===== config.mk =====
export PLATFORM = sky130hd
export DESIGN_NAME = key_debounce_rpt
export DESIGN_NICKNAME = d
export VERILOG_FILES = /design/src/rtl/key_pkg.sv /design/src/rtl/sync_2ff.sv /design/src/rtl/key_debounce_rpt.sv
export SDC_FILE = /design/constraint.sdc
export NUM_CORES = 1
export LEC_CHECK = 0
export CORE_MARGIN = 4
export CORE_UTILIZATION = 50
export DETAILED_ROUTE_END_ITERATION = 16
export HOLD_SLACK_MARGIN = 0.06
export PLACE_DENSITY = 0.77
export REMOVE_ABC_BUFFERS = 1
export SLEW_MARGIN = 15
export SYNTH_ARGS = -nofsm -noshare
export SYNTH_HDL_FRONTEND = slang
export SYNTH_SLANG_ARGS = --single-unit

===== constraint.sdc =====
create_clock -name clk -period 3.93 [get_ports clk]
set_clock_uncertainty 0.05 [all_clocks]
set_input_delay 0.786 -clock clk [delete_from_list [all_inputs] [get_ports clk]]
set_output_delay 0.786 -clock clk [all_outputs]
set_load 0.05 [all_outputs]

===== src/rtl/key_pkg.sv =====
// Shared definitions for the push-button front end: state encoding and
// default timing constants (50 MHz system clock).
package key_pkg;

  typedef enum logic [2:0] {
    IDLE       = 3'd0,
    PRESS_DB   = 3'd1,
    HELD       = 3'd2,
    REPEAT     = 3'd3,
    RELEASE_DB = 3'd4
  } key_state_t;

  localparam int DEF_DEBOUNCE_CNT = 1_000_000;  // 20 ms
  localparam int DEF_LONG_CNT     = 50_000_000; // 1 s
  localparam int DEF_REPEAT_CNT   = 10_000_000; // 200 ms

  function automatic int max3(input int a, input int b, input int c);
    int m;
    m = a;
    if (b > m) m = b;
    if (c > m) m = c;
    return m;
  endfunction

endpackage


===== src/rtl/sync_2ff.sv =====
// Two-flop synchroniser for an asynchronous single-bit board input.
// RST_VAL sets the value both flops take under reset (the input's idle level).
module sync_2ff #(
  parameter logic RST_VAL = 1'b1
) (
  input  logic clk,
  input  logic rst,
  input  logic d,
  output logic q
);

  logic meta;

  always_ff @(posedge clk) begin
    if (!rst) begin
      meta <= RST_VAL;
      q    <= RST_VAL;
    end else begin
      meta <= d;
      q    <= meta;
    end
  end

endmodule


===== src/rtl/key_debounce_rpt.sv =====
// Push-button front end: synchronise and debounce an active-low key, emit
// one-cycle press/release events and auto-repeat press events on long hold.
module key_debounce_rpt
  import key_pkg::*;
#(
  parameter int DEBOUNCE_CNT = DEF_DEBOUNCE_CNT,
  parameter int LONG_CNT     = DEF_LONG_CNT,
  parameter int REPEAT_CNT   = DEF_REPEAT_CNT
) (
  input  logic clk,
  input  logic rst,
  input  logic anjian,
  output logic key_pulse,
  output logic key_release,
  output logic key_down,
  output logic key_long
);

  localparam int CNT_MAX = max3(DEBOUNCE_CNT, LONG_CNT, REPEAT_CNT);
  localparam int CNT_W   = (CNT_MAX > 1) ? $clog2(CNT_MAX) : 1;

  localparam logic [CNT_W-1:0] DB_LAST   = CNT_W'(DEBOUNCE_CNT - 1);
  localparam logic [CNT_W-1:0] LONG_LAST = CNT_W'(LONG_CNT - 1);
  localparam logic [CNT_W-1:0] RPT_LAST  = CNT_W'(REPEAT_CNT - 1);

  logic             sync_key;
  key_state_t       state, state_nxt;
  logic [CNT_W-1:0] cnt;
  logic             cnt_clr;
  logic             pulse_nxt;
  logic             release_nxt;

  sync_2ff #(
    .RST_VAL(1'b1)
  ) u_sync (
    .clk (clk),
    .rst (rst),
    .d   (anjian),
    .q   (sync_key)
  );

  // A release level always wins over a timer expiry in the same cycle, so a
  // repeat tick can never coincide with the start of release debounce.
  always_comb begin
    state_nxt   = state;
    cnt_clr     = 1'b0;
    pulse_nxt   = 1'b0;
    release_nxt = 1'b0;
    case (state)
      IDLE: begin
        if (!sync_key) state_nxt = PRESS_DB;
      end
      PRESS_DB: begin
        if (sync_key) begin
          state_nxt = IDLE;
        end else if (cnt == DB_LAST) begin
          state_nxt = HELD;
          pulse_nxt = 1'b1;
        end
      end
      HELD: begin
        if (sync_key) begin
          state_nxt = RELEASE_DB;
        end else if (cnt == LONG_LAST) begin
          state_nxt = REPEAT;
          pulse_nxt = 1'b1;
        end
      end
      REPEAT: begin
        if (sync_key) begin
          state_nxt = RELEASE_DB;
        end else if (cnt == RPT_LAST) begin
          cnt_clr   = 1'b1;
          pulse_nxt = 1'b1;
        end
      end
      RELEASE_DB: begin
        if (!sync_key) begin
          state_nxt = HELD;
        end else if (cnt == DB_LAST) begin
          state_nxt   = IDLE;
          release_nxt = 1'b1;
        end
      end
      default: begin
        state_nxt = IDLE;
      end
    endcase
  end

  // Counter saturates rather than wrapping; only IDLE can sit long enough to hit it.
  always_ff @(posedge clk) begin
    if (!rst) begin
      state <= IDLE;
      cnt   <= '0;
    end else begin
      state <= state_nxt;
      if ((state_nxt != state) || cnt_clr) begin
        cnt <= '0;
      end else if (cnt != {CNT_W{1'b1}}) begin
        cnt <= cnt + 1'b1;
      end
    end
  end

  always_ff @(posedge clk) begin
    if (!rst) begin
      key_pulse   <= 1'b0;
      key_release <= 1'b0;
      key_down    <= 1'b0;
      key_long    <= 1'b0;
    end else begin
      key_pulse   <= pulse_nxt;
      key_release <= release_nxt;
      key_down    <= (state_nxt == HELD) || (state_nxt == REPEAT) ||
                     (state_nxt == RELEASE_DB);
      key_long    <= (state_nxt == REPEAT);
    end
  end

endmodule


==> results.md <==
* Number of flops mapped to enable cells by yosys at 0
* Max-slew headroom at 44.7%
* # diodes at 0
* Num CTS Buffers at 5
* Drt via density at 5.81
* Top FF cell, synth: dfxtp_1
* Worst vdd ir at 184 uV
* Placement row count at 21
* Root Driver: clkbuf_4
* IO Pins at 7
* Pre-Repair DR Iteration Count at 4
* Share of layout cells above drive strength 1 at 13.0%
* Post-synth cell types at 43
* Total congestion overflow at 0
* Initial antenna violation count at 0
* Fin crit share at 69.7%
* Via count at 1477
* Clk sinks at 35
* Complex-gate fraction of the synthesized area at 9.06%
* Gpl congestion at 0.850
* Synth Area in Adders at 0.697%
* Synth async-reset ratio at 0%
* TritonCTS clock tree: done
* Die W at 67.9 um
* Number of max-cap violations at 0
* Max-slew violation count at 0
* Final setup fails at 0
* Initial core utilization at 53.0%
* Final hold violation count at 0
* FF+latch count, synth at 35
* Tmin final at 2.74 ns
* Critical path arrival at 2.87 ns
* Crit start category: register
* Post-Syn Area at 0.00180 mm^2
* DR DRC count at 0
* Post-Synth XOR/XNOR Area at 10.2%
* PostCTS Resize Cnt at 0
* Syn. warnings at 0
* Clock latency on the worst-skew pair at 0.33 ns
* Die area at 0.00461 mm^2
* Routed Antenna Nets at 0
* Post-Synth Simple-Gate Area at 36.8%
* Final net count at 211
* Postcts setup bufs at 0
* DRT iter0 DRCs at 69
* Syn Area/Cell at 9.11 um^2
* CTS hold repair buffers at 0
* Total GRT Usage at 16.9%
* Hpwl dp at 2460 um
* DR WL/cell at 13.6 um
* RSZ-0062 raised after global routing: no
* Dpl ws at 1.22 ns
* Area Growth Syn to Fin at 7.74%
* Critical Path RT at 4.06 ns
* Number of global-route vias before repair at 1302
* Worst-Margin Slew at 0.830 ns
* Chip height at 67.9 um
* Hold WC Path Type: register to register
* Cells after Synth at 197
* Largest net degree at the start of global routing at 27
* Fmax at 365 MHz
* Fin Setup TNS at 0 ns
* Seq/Total Area, Yosys at 39.0%
* Port-buffer cells at 6
* Status: complete, no violations
* Core area at 0.00339 mm^2
* Critical Path Sink Type: register
* PnR worst setup slack at 1.19 ns
* Clock-pin slew on the worst setup and hold paths at 0.10 ns
* First-pass GRT wire length at 5780 um
* Lkg Pwr at 0.635 nW
* Pwr Density at 292 mW/mm^2
* Post-synthesis mux area share at 1.11%
* H-Tree Level Count at 2
* Largest family of logic cells by synthesized area: simple AND/OR/NAND/NOR gates
* CTS Buffer Depth at 2
* Post-Route WL at 3460 um
* Critical path type: register to register
* Crit Path Max Fanout at 26
[logic make-up after synthesis]
logic type                 after synthesis
and+or+nand+nor                        113
AOI/OAI and AO/OA                       17
buffers and inverters                    8
DFF                                     35
adders and majority gates                1
muxes                                    2
xor gates and xnor gates                21
[cell usage after synthesis, types with 2 or more instances]
master,n,area [um^2]
nand3_1,10,50.1
nor4b_1,2,17.5
nor4_2,2,25.0
dfxtp_1,35,701
nor3b_1,2,15.0
xnor2_1,7,61.3
nand4_1,13,81.3
and3_1,9,56.3
o21ai_0,3,15.0
or4_1,3,22.5
o2111a_1,2,22.5
and2_1,2,12.5
nor4_1,3,18.8
xor2_1,14,123
a21oi_1,4,20.0
inv_1,3,11.3
nor3_1,10,50.1
and4_1,3,26.3
nand2_1,14,52.6
and4b_1,2,20.0
nor3_2,6,60.1
clkbuf_1,2,7.51
nor2_2,3,18.8
mux2i_1,2,20.0
nor2_1,22,82.6
nand2b_1,2,12.5
[worst paths after layout]
path                    start        to  slack [ns]  cells after the start
setup reg to reg       cnt[0]   cnt[10]        1.19                      7
setup / recovery       cnt[0]   cnt[10]        1.19                      7
hold / removal    u_sync.meta  u_sync.q        0.37                      1
hold reg to reg   u_sync.meta  u_sync.q        0.37                      1
[placed cells by master (no fill, tap or decap), types with 6 or more instances in the layout]
master           synthesis  final
and3_1                   9      9
clkdlybuf4s50_1          0      6
dfxtp_1                 35     35
nand2_1                 14     14
nand3_1                 10     10
nand4_1                 13     13
nor2_1                  22     22
nor3_1                  10     10
nor3_2                   6      6
xnor2_1                  7      7
xor2_1                  14     14
[critical path, cell delays in order, from the launching register on]
cell	delay, ns
dfxtp_1	0.40
ha_1	0.20
and4_1	0.30
nand4_1	0.24
nor3_1	0.40
o21ai_2	0.12
a31oi_4	0.71
a2111oi_0	0.15
[per-stage QoR]
step / utilization (%) / cell area (um^2) / power [mW] / cells / hold slack (ns)
4_1_cts: 57.1 / 1930 / 0.572 / 254 / 0.367
6_report: 57.1 / 1930 / 0.564 / 254 / 0.365
2_1_floorplan: - / 1750 / 0.386 / 192 / 0.336
5_1_grt: 57.1 / 1930 / 0.594 / 254 / 0.385
3_3_place_gp: 55.6 / 1880 / 0.392 / 246 / 0.341
3_5_place_dp: 55.6 / 1880 / 0.393 / 246 / 0.343
[per-layer routing]
layer / wire length [um] / GRT usage, % / part of all wire, %
met1: 1550 / 20.7 / 45
met2: 1590 / 26.4 / 46
met3: 267 / 7.39 / 7.7
met4: 53 / 5.96 / 1.5
met5: 0 / 0 / 0
[where the power goes]
part	total (mW)	internal (mW)	switching (mW)	leakage (nW)
registers	0.362	0.358	0.00417	0.283
clock network	0.180	0.0696	0.110	0.0293
logic	0.0220	0.00801	0.0140	0.323
[area by class of cell]
cell class                 instances  area (um^2)
fill                             320         1460
tap                               46         57.6
clock inverter                     1         5.00
sequential                        35          701
timing repair buffer               8         75.1
multi-input combinational        154         1040
inverter                           3         11.3
clock buffer                       7         45.0
[registers in the layout, summed over array words and instances, names as in the netlist]
signal	flops
cnt	26
key_down	1
key_long	1
key_pulse	1
key_release	1
state	3
u_sync.meta	1
u_sync.q	1
Power figures use the tool's default switching activity.
